--- src/rtl/minbd_pkg.sv ---
// Shared MinBD router definitions: flit width, channel indices, flit type,
// and the deflected-flit priority picker used by the side-buffer capture.
package minbd_pkg;

    localparam int FLIT_W = 11;

    localparam int DIR_E = 0;
    localparam int DIR_W = 1;
    localparam int DIR_N = 2;
    localparam int DIR_S = 3;

    typedef logic [FLIT_W-1:0] flit_t;

    typedef struct packed {
        logic       hit;
        logic [1:0] idx;
    } sel_t;

    // Lowest set index wins: east > west > north > south.
    function automatic sel_t prio_sel(input logic [3:0] cand);
        sel_t s;
        s.hit = 1'b0;
        s.idx = 2'(DIR_E);
        for (int i = DIR_S; i >= DIR_E; i--) begin
            if (cand[i]) begin
                s.hit = 1'b1;
                s.idx = 2'(i);
            end
        end
        return s;
    endfunction

endpackage

--- src/rtl/sbcapture_sbfifo.sv ---
// Side-buffer FIFO: registered head, separate occupancy count, and
// simultaneous push/pop. Pointers wrap naturally (DEPTH is a power of two).
module sbfifo #(
    parameter int W     = 11,
    parameter int DEPTH = 4,
    parameter int CNT_W = $clog2(DEPTH+1)
) (
    input  logic             clk,
    input  logic             rst,
    input  logic             i_push,
    input  logic [W-1:0]     i_data,
    input  logic             i_pop,
    output logic [W-1:0]     o_head,
    output logic             o_valid,
    output logic [CNT_W-1:0] o_count,
    output logic [CNT_W-1:0] o_count_nxt
);

    localparam int PTR_W = $clog2(DEPTH);

    logic [W-1:0]     r_mem [DEPTH];
    logic [PTR_W-1:0] r_wr_ptr;
    logic [PTR_W-1:0] r_rd_ptr;
    logic [CNT_W-1:0] r_count;
    logic [W-1:0]     r_head;

    logic             w_pop;
    logic             w_push;
    logic [PTR_W-1:0] w_rd_inc;
    logic [CNT_W-1:0] w_cnt_nxt;
    logic [W-1:0]     w_head_nxt;

    assign w_pop     = i_pop & (r_count != '0);
    assign w_push    = i_push & ((r_count != CNT_W'(DEPTH)) | w_pop);
    assign w_rd_inc  = r_rd_ptr + PTR_W'(1);
    assign w_cnt_nxt = r_count + CNT_W'(w_push) - CNT_W'(w_pop);

    // Next head: a push lands directly in the head when the buffer is (or is
    // about to become) empty; otherwise a pop exposes the next stored entry.
    always_comb begin
        w_head_nxt = r_head;
        if (w_cnt_nxt == '0)
            w_head_nxt = '0;
        else if (w_push && ((r_count == '0) || ((r_count == CNT_W'(1)) && w_pop)))
            w_head_nxt = i_data;
        else if (w_pop)
            w_head_nxt = r_mem[w_rd_inc];
    end

    // Storage array; contents are don't-care until written, so no reset.
    always_ff @(posedge clk) begin
        if (w_push)
            r_mem[r_wr_ptr] <= i_data;
    end

    // Pointers, occupancy and head register.
    always_ff @(posedge clk) begin
        if (rst) begin
            r_wr_ptr <= '0;
            r_rd_ptr <= '0;
            r_count  <= '0;
            r_head   <= '0;
        end else begin
            if (w_push) r_wr_ptr <= r_wr_ptr + PTR_W'(1);
            if (w_pop)  r_rd_ptr <= w_rd_inc;
            r_count <= w_cnt_nxt;
            r_head  <= w_head_nxt;
        end
    end

    assign o_head      = r_head;
    assign o_valid     = (r_count != '0);
    assign o_count     = r_count;
    assign o_count_nxt = w_cnt_nxt;

endmodule

--- src/rtl/sbcapture.sv ---
// Side-buffer capture stage: pulls at most one deflected flit per cycle off
// the four output channels into the side buffer, registers the channels, and
// raises redirect when the buffer has sat full for too long.
import minbd_pkg::*;

module sbcapture #(
    parameter int FLIT_W       = minbd_pkg::FLIT_W,
    parameter int DEPTH        = 4,
    parameter int REDIR_THRESH = 8
) (
    input  logic                       clk,
    input  logic                       rst,
    input  logic [4*FLIT_W-1:0]        in_flit,
    input  logic [3:0]                 in_valid,
    input  logic [3:0]                 in_defl,
    output logic [4*FLIT_W-1:0]        out_flit,
    output logic [3:0]                 out_valid,
    output logic [FLIT_W-1:0]          sbinject,
    output logic                       sbinject_valid,
    input  logic                       sbinject_take,
    output logic                       redirect,
    output logic [$clog2(DEPTH+1)-1:0] count
);

    localparam int CNT_W = $clog2(DEPTH+1);
    localparam int RC_W  = $clog2(REDIR_THRESH+1);

    sel_t              w_sel;
    logic              w_pop;
    logic              w_space;
    logic              w_push;
    logic [3:0]        w_cap_mask;
    logic [FLIT_W-1:0] w_cap_flit;
    logic [4*FLIT_W-1:0] w_out_flit_nxt;
    logic [CNT_W-1:0]  w_cnt_nxt;
    logic [RC_W-1:0]   w_redir_nxt;

    logic [4*FLIT_W-1:0] r_out_flit;
    logic [3:0]          r_out_valid;
    logic [RC_W-1:0]     r_redir_cnt;
    logic                r_redirect;

    assign w_sel   = prio_sel(in_valid & in_defl);
    assign w_pop   = sbinject_take & sbinject_valid;
    // A full buffer still accepts a capture when the head leaves this cycle.
    assign w_space = (count != CNT_W'(DEPTH)) | w_pop;
    assign w_push  = w_sel.hit & w_space;

    // Decode the captured channel, mux out its flit and blank it on the link.
    always_comb begin
        w_cap_mask     = '0;
        w_cap_flit     = '0;
        w_out_flit_nxt = in_flit;
        for (int i = 0; i < 4; i++) begin
            if (w_push && (w_sel.idx == 2'(i))) begin
                w_cap_mask[i]                  = 1'b1;
                w_cap_flit                     = in_flit[i*FLIT_W +: FLIT_W];
                w_out_flit_nxt[i*FLIT_W +: FLIT_W] = '0;
            end
        end
    end

    sbfifo #(
        .W     (FLIT_W),
        .DEPTH (DEPTH),
        .CNT_W (CNT_W)
    ) u_fifo (
        .clk         (clk),
        .rst         (rst),
        .i_push      (w_push),
        .i_data      (w_cap_flit),
        .i_pop       (sbinject_take),
        .o_head      (sbinject),
        .o_valid     (sbinject_valid),
        .o_count     (count),
        .o_count_nxt (w_cnt_nxt)
    );

    // Full-streak counter: counts edges that end full, saturating at threshold.
    always_comb begin
        w_redir_nxt = '0;
        if (w_cnt_nxt == CNT_W'(DEPTH)) begin
            w_redir_nxt = r_redir_cnt;
            if (r_redir_cnt != RC_W'(REDIR_THRESH))
                w_redir_nxt = r_redir_cnt + RC_W'(1);
        end
    end

    // Channel output register and redirect state.
    always_ff @(posedge clk) begin
        if (rst) begin
            r_out_flit  <= '0;
            r_out_valid <= '0;
            r_redir_cnt <= '0;
            r_redirect  <= 1'b0;
        end else begin
            r_out_flit  <= w_out_flit_nxt;
            r_out_valid <= in_valid & ~w_cap_mask;
            r_redir_cnt <= w_redir_nxt;
            r_redirect  <= (w_redir_nxt == RC_W'(REDIR_THRESH));
        end
    end

    assign out_flit  = r_out_flit;
    assign out_valid = r_out_valid;
    assign redirect  = r_redirect;

endmodule
--- config.mk ---
export PLATFORM = sky130hd
export DESIGN_NAME = sbcapture
export DESIGN_NICKNAME = d
export VERILOG_FILES = /design/src/rtl/minbd_pkg.sv /design/src/rtl/sbcapture_sbfifo.sv /design/src/rtl/sbcapture.sv
export SDC_FILE = /design/constraint.sdc
export NUM_CORES = 1
export LEC_CHECK = 0
export ABC_AREA = 1
export CORE_MARGIN = 3
export CORE_UTILIZATION = 35
export CTS_BUF_LIST = sky130_fd_sc_hd__clkbuf_16
export DETAILED_ROUTE_END_ITERATION = 10
export SETUP_SLACK_MARGIN = 0.3
export SYNTH_ARGS = -nofsm -noshare
export SYNTH_HDL_FRONTEND = slang
export SYNTH_SLANG_ARGS = --single-unit
export TNS_END_PERCENT = 100
--- constraint.sdc ---
create_clock -name clk -period 4.3 [get_ports clk]
set_input_delay 0.645 -clock clk [delete_from_list [all_inputs] [get_ports clk]]
set_output_delay 0.645 -clock clk [all_outputs]
set_load 0.01 [all_outputs]
Yosys cells after proc, flatten, opt, wreduce, memory -nomap -nowiden
Memory sizes are Yosys's and may differ from the RTL's.
Cells that the tools add are included.
{ "classes": {"addsub": 5, "eq_ne": 8, "n_mux": 18, "n_bitwise": 7, "n_reduce_logical": 17} }
{ "ops": {"columns": ["cell", "count"], "rows": [
  ["$mux 11", 6],
  ["$mux 3", 4],
  ["$reduce_or 2->1", 5],
  ["$and 4x4->4", 2],
  ["$mux 4", 2],
  ["$logic_and 1x1->1", 6],
  ["$logic_not 3->1", 2],
  ["$mux 1", 6],
  ["$add 2x1->2 const B", 2],
  ["$add 4x1->4 const B", 1],
  ["$eq 2x2->1 const B", 2],
  ["$eq 4x4->1 const B", 1],
  ["$ne 4x4->1 const B", 1],
  ["$not 4->4", 1],
  ["$add 3x1->3", 1],
  ["$and 1x1->1", 3],
  ["$eq 3x1->1 const B", 1],
  ["$eq 3x3->1 const B", 1],
  ["$ne 3x3->1 const B", 1],
  ["$reduce_bool 3->1", 1],
  ["$sub 3x1->3", 1],
  ["$eq 2x1->1 const B", 1],
  ["$logic_not 2->1", 1],
  ["$reduce_bool 2->1", 1],
  ["2 further kinds", 2]
]} }
{ "totals": {"reg_bits": 71, "mem_bits_rw": 44, "in_bits": 55, "output_inout_bits": 64, "word_cells": 67, "memories": 1} }
{ "mem_list": {"columns": ["name", "words", "width", "read_ports", "rd_ports_with_merged_regs", "wr", "line", "source"], "rows": [
  ["u_fifo.r_mem", 4, 11, 1, 0, 1, "sbcapture_sbfifo.sv:21", "logic [W-1:0] r_mem [DEPTH];"]
]} }

Logic depth before layout (Yosys ltp)
{ "depth": {"ltp_word": 12, "mapped_depth": 15} }

Hierarchy
A second synthesis with hierarchy kept.
{ "hier_totals": {"hier_cells": 553, "hier_area_um2": 4748.3} }
{ "modules_own_cells": {"columns": ["module", "n_inst", "cells_per_inst", "area_each_um2", "seq_area_each_um2"], "rows": [
  ["sbfifo", 1, 285, 2702.6, 1681.6],
  ["sbcapture", 1, 268, 2045.7, 1061.0]
]} }

Worst setup path after synthesis
No wires, ideal clock.
{ "synth_path": {"kind": "input -> register", "startpoint": "input sbinject_take", "endpoint": "register r_redirect, in the netlist redirect", "setup_time_ns": 0.112, "arrival_time_ns": 2.475, "path_slack_ns": 1.713, "path_stages": 13, "path_cell_list": "nand2_4 inv_6 buf_12 ha_1 inv_1 ha_1 fa_1 nor2_1 inv_1 nor2_1 nand3b_1 nand3_1 nor2_1"} }
{ "synth_between": {"elab_chain_cells": 9} }
{ "synth_rtl": {"columns": ["element", "line", "source"], "rows": [
  ["from (decl)", "sbcapture.sv:20", "input logic sbinject_take,"],
  ["$and 1x1->1 *", "sbcapture_sbfifo.sv:33", "assign w_pop = i_pop & (r_count != '0);"],
  ["net u_fifo.w_pop", "sbcapture_sbfifo.sv:27", "logic w_pop;"],
  ["$or 1x1->1", "sbcapture_sbfifo.sv:34", "assign w_push = i_push & ((r_count != CNT_W'(DEPTH)) | w_pop);"],
  ["$and 1x1->1", "sbcapture.sv:47", "assign w_push = w_sel.hit & w_space;"],
  ["$and 1x1->1", "sbcapture_sbfifo.sv:34", null],
  ["$add 3x1->3", "sbcapture_sbfifo.sv:36", "assign w_cnt_nxt = r_count + CNT_W'(w_push) - CNT_W'(w_pop);"],
  ["$sub 3x1->3 *", "sbcapture_sbfifo.sv:36", null],
  ["net u_fifo.o_count_nxt[1]", "sbcapture_sbfifo.sv:16", "output logic [CNT_W-1:0] o_count_nxt"],
  ["$eq 3x3->1 *", "sbcapture.sv:82", "if (w_cnt_nxt == CNT_W'(DEPTH)) begin"],
  ["$mux 4 *", "sbcapture.sv:82", null],
  ["$eq 4x4->1 *", "sbcapture.sv:100", "r_redirect <= (w_redir_nxt == RC_W'(REDIR_THRESH));"],
  ["to (signal assigned)", "sbcapture.sv:100", null],
  ["to (decl)", "sbcapture.sv:41", "logic r_redirect;"]
]} }
The timed path passes the listed nets; every way through them passes the cells marked *.
A chain may end at the register's enable or synchronous reset.

Worst setup path in the final report
{ "layout_path": {"startpoint": "input sbinject_take", "endpoint": "register r_redirect, in the netlist redirect"} }
{ "layout_between": {"elab_chain_cells": 9} }
{ "layout_rtl": {"columns": ["element", "line", "source"], "rows": [
  ["$and 1x1->1 *", "sbcapture_sbfifo.sv:33, sbcapture.sv:44", null],
  ["$or 1x1->1 *", "sbcapture_sbfifo.sv:34, sbcapture.sv:46", null],
  ["$and 1x1->1", "sbcapture.sv:47", null],
  ["$and 1x1->1 *", "sbcapture_sbfifo.sv:34", null],
  ["net u_fifo.w_push", "sbcapture_sbfifo.sv:28", "logic w_push;"],
  ["$add 3x1->3 *", "sbcapture_sbfifo.sv:36", null],
  ["$sub 3x1->3 *", "sbcapture_sbfifo.sv:36", null],
  ["net u_fifo.o_count_nxt[1]", "sbcapture_sbfifo.sv:16", null],
  ["$eq 3x3->1 *", "sbcapture.sv:82", null],
  ["$mux 4 *", "sbcapture.sv:82", null],
  ["$eq 4x4->1 *", "sbcapture.sv:100", null]
]} }
Marks and branches as above.

==> results_dict.tcl <==
set metrics [dict create \
    grt_pass1_vias 3984 \
    crit_end "redirect$_SDFF_PP0_" \
    ctsHoldBuffers 0 \
    hold_class "reg2reg" \
    cts_sinks 115 \
    ys_warn_count 0 \
    cp-start-kind "input port" \
    slew-limit-headroom_pct 35.6 \
    utilization_pct 49.6 \
    hold_violations 0 \
    rsz0062_at_grt "false" \
    setup_tns_ps 0 \
    r2r_cells 12 \
    ys_dominant_reg_cell "dfxtp_1" \
    drc 0 \
    diodes 0 \
    avgViaCountPerCell 4.59 \
    dp_hpwl_mm 9.14 \
    cts_resized 0 \
    ant_nets 0 \
    synth_edf_count 44 \
    path_max_fanout 36 \
    syn_area_per_cell_um2 9.01 \
    end_kind "flop" \
    core_area_mm2 0.0133 \
    grt_overflow_total 0 \
    drtIter0Drc 159 \
    clock-root-buffer "clkbuf_16" \
    cts_tree "yes" \
    p_clk_share_pct 34.5 \
    crit_type "in2reg" \
    ios 119 \
    post_cts_buffers 0 \
    slew_viol_final 0 \
    clk_pin_slew_ps 50 \
    grt_max_degree 37 \
    async_reset_ff_share_pct 0 \
    area_delta_synth_final_pct 38.0 \
    worst_ep_required_time_ps 4610 \
    intPower_mw 2.57 \
    synth_cells 531 \
    cts_buffers 17 \
    timing.final.crit_share_pct 72.9 \
    wl_per_cell_um 14.3 \
    synth_area_mm2 0.00478 \
    cts_max_path_buffers 2 \
    htreeDepth 4 \
    place_area_mm2 0.00605 \
    cap_violations 0 \
    yosysSeqAreaShare_pct 57.3 \
    p_sw_mw 1.19 \
    clock_latency_ps 410 \
    drive_gt1_share_pct 9.67 \
    fin_ws_ps 1160 \
    drt-total-wl_mm 12.0 \
    r2r-end "redirect$_SDFF_PP0_" \
    max_freq_ghz 0.319 \
    grt_usage_pct 17.3 \
    peakVddDrop_uv 269 \
    portBuffers 118 \
    fin_skew_ps 4.28 \
    p_sw_share_pct 31.7 \
    final_cell_mix "118 x clkdlybuf4s50_1, 104 x nand2_1, 76 x nor2_1, 72 x inv_1, 71 x dfxtp_1" \
    synth_nets 595 \
    outcome "finished clean" \
    vias 3845 \
    rrSetupSlack_ps 1530 \
    die_h_um 123 \
    final_area_mm2 0.00660 \
    layout.nets 714 \
    rows 42 \
    pwr-share-comb_pct 28.0 \
    setup_viol 0 \
    ys_types 34 \
    gp_congestion 0.806 \
    p_seq_share_pct 37.5 \
    die_w_um 123 \
    grt_pass1_wl_mm 20.0 \
    worstSetupStartpoint "sbinject_take" \
    r2r_start "u_fifo.o_count[1]$_SDFF_PP0_" \
    final_common_cell "clkdlybuf4s50_1" \
    initial_utilization_pct 36.0 \
    grt_antenna_before_repair 0 \
    dpl_worst_slack_ps 732 \
    dr.pass1.iters 4 \
    worst_slew_pin_slew_ps 962 \
    fillers 1225 \
    p_leak_nw 2.83 \
    dieArea_mm2 0.0151 \
    arrival_ps 3440 \
    power.density_mw_per_mm2 570 \
    synth-seq-cells 115 \
    fin_crit_ps 3140 \
]
==> how the worst min path moves through the flow <==
stage	slack [ps]	end	start	cells after the start
2_1_floorplan	490	u_fifo.r_wr_ptr[1]$_SDFFE_PP0P_	u_fifo.r_wr_ptr[1]$_SDFFE_PP0P_	2
3_3_place_gp	510	u_fifo.r_wr_ptr[1]$_SDFFE_PP0P_	u_fifo.r_wr_ptr[1]$_SDFFE_PP0P_	2
3_5_place_dp	540	u_fifo.r_wr_ptr[1]$_SDFFE_PP0P_	u_fifo.r_wr_ptr[1]$_SDFFE_PP0P_	2
4_1_cts	550	u_fifo.r_wr_ptr[1]$_SDFFE_PP0P_	u_fifo.r_wr_ptr[1]$_SDFFE_PP0P_	2
5_1_grt	580	u_fifo.r_wr_ptr[1]$_SDFFE_PP0P_	u_fifo.r_wr_ptr[1]$_SDFFE_PP0P_	2
6_report	550	u_fifo.r_wr_ptr[1]$_SDFFE_PP0P_	u_fifo.r_wr_ptr[1]$_SDFFE_PP0P_	2
==> power groups by stage <==
stage | clock network (mW) | logic, mW | registers [mW]
after floorplan | 0 | 0.688 | 1.44
after global placement | 0 | 1.04 | 1.43
after detailed placement | 0 | 1.06 | 1.43
after CTS | 1.32 | 1.06 | 1.41
after global routing | 1.37 | 1.19 | 1.43
final | 1.30 | 1.06 | 1.41
==> critical path, cell delays in order <==
cell             delay, ps
clkdlybuf4s50_1        490
nor2_2                 160
nand3_4                320
nand2_2                370
inv_1                   80
ha_1                   210
fa_1                   450
nor2_1                 240
inv_1                  110
nor2_1                 150
nand3b_1               100
nand3_1                 70
nor2_1                  40
==> synthesized netlist by cell type, types with 2 or more instances <==
master | instances | area share, %
o21ai_4 | 2 | 0.68
nand2_2 | 7 | 0.92
buf_4 | 3 | 0.47
o21ai_0 | 8 | 0.84
dfxtp_1 | 71 | 30
buf_2 | 11 | 1.2
inv_2 | 5 | 0.39
or2_2 | 3 | 0.39
o22ai_1 | 7 | 0.92
nor2_1 | 76 | 6.0
inv_1 | 72 | 5.7
a21oi_1 | 12 | 1.3
nand3b_1 | 4 | 0.63
nor2_2 | 15 | 2.0
nand2_1 | 104 | 8.2
buf_6 | 3 | 0.71
ha_1 | 8 | 2.1
clkinv_1 | 2 | 0.16
edfxtp_1 | 44 | 28
nand3_1 | 30 | 3.1
nand4_1 | 31 | 4.1
==> metrics by stage <==
stage | std cells | power [mW] | hold WS (ps)
floorplan | 531 | 2.13 | 490
global placement | 807 | 2.46 | 507
detailed placement | 807 | 2.49 | 540
CTS | 838 | 3.80 | 547
global route | 838 | 3.99 | 580
finish | 838 | 3.76 | 545
==> cells by family (layout without fill, tap and decap cells) <==
group                    count (synthesis)  count (layout)  share of synthesized area, %
adder cells (fa/ha/maj)                  9               9                          2.51
AO/OA/AOI/OAI                           33              33                          4.58
AND/OR/NAND/NOR                        275             275                          26.3
buffers and inverters                   98             229                          9.13
XOR/XNOR                                 1               1                         0.183
flip-flops                             115             115                          57.3
==> state kept, by name, indices dropped and copies added, names as in the netlist <==
signal and flops:
u_fifo.r_wr_ptr 2, out_valid 4, u_fifo.o_head 11, r_redir_cnt 4, u_fifo.r_mem 44, out_flit 44
u_fifo.r_rd_ptr 2, redirect 1, u_fifo.o_count 3
==> per-layer routing <==
metal / track usage, % / vias to the layer above / wire length (µm)
met5: 0 / - / 0
met2: 25.6 / 131 / 5160
li1: - / 1951 / -
met4: 6.23 / 0 / 184
met1: 20.9 / 1751 / 5250
met3: 10.3 / 12 / 1430
==> area by class of cell <==
cell class	count	area (µm²)	share of cell area [%]
clock inverters	14	121	1.84
clock buffers	17	425	6.45
multi-input cells	318	1600	24.3
well taps	176	220	3.34
flip-flops and latches	115	2740	41.6
inverters	80	305	4.63
repair buffers	118	1180	17.9
Power figures use the tool's default switching activity.
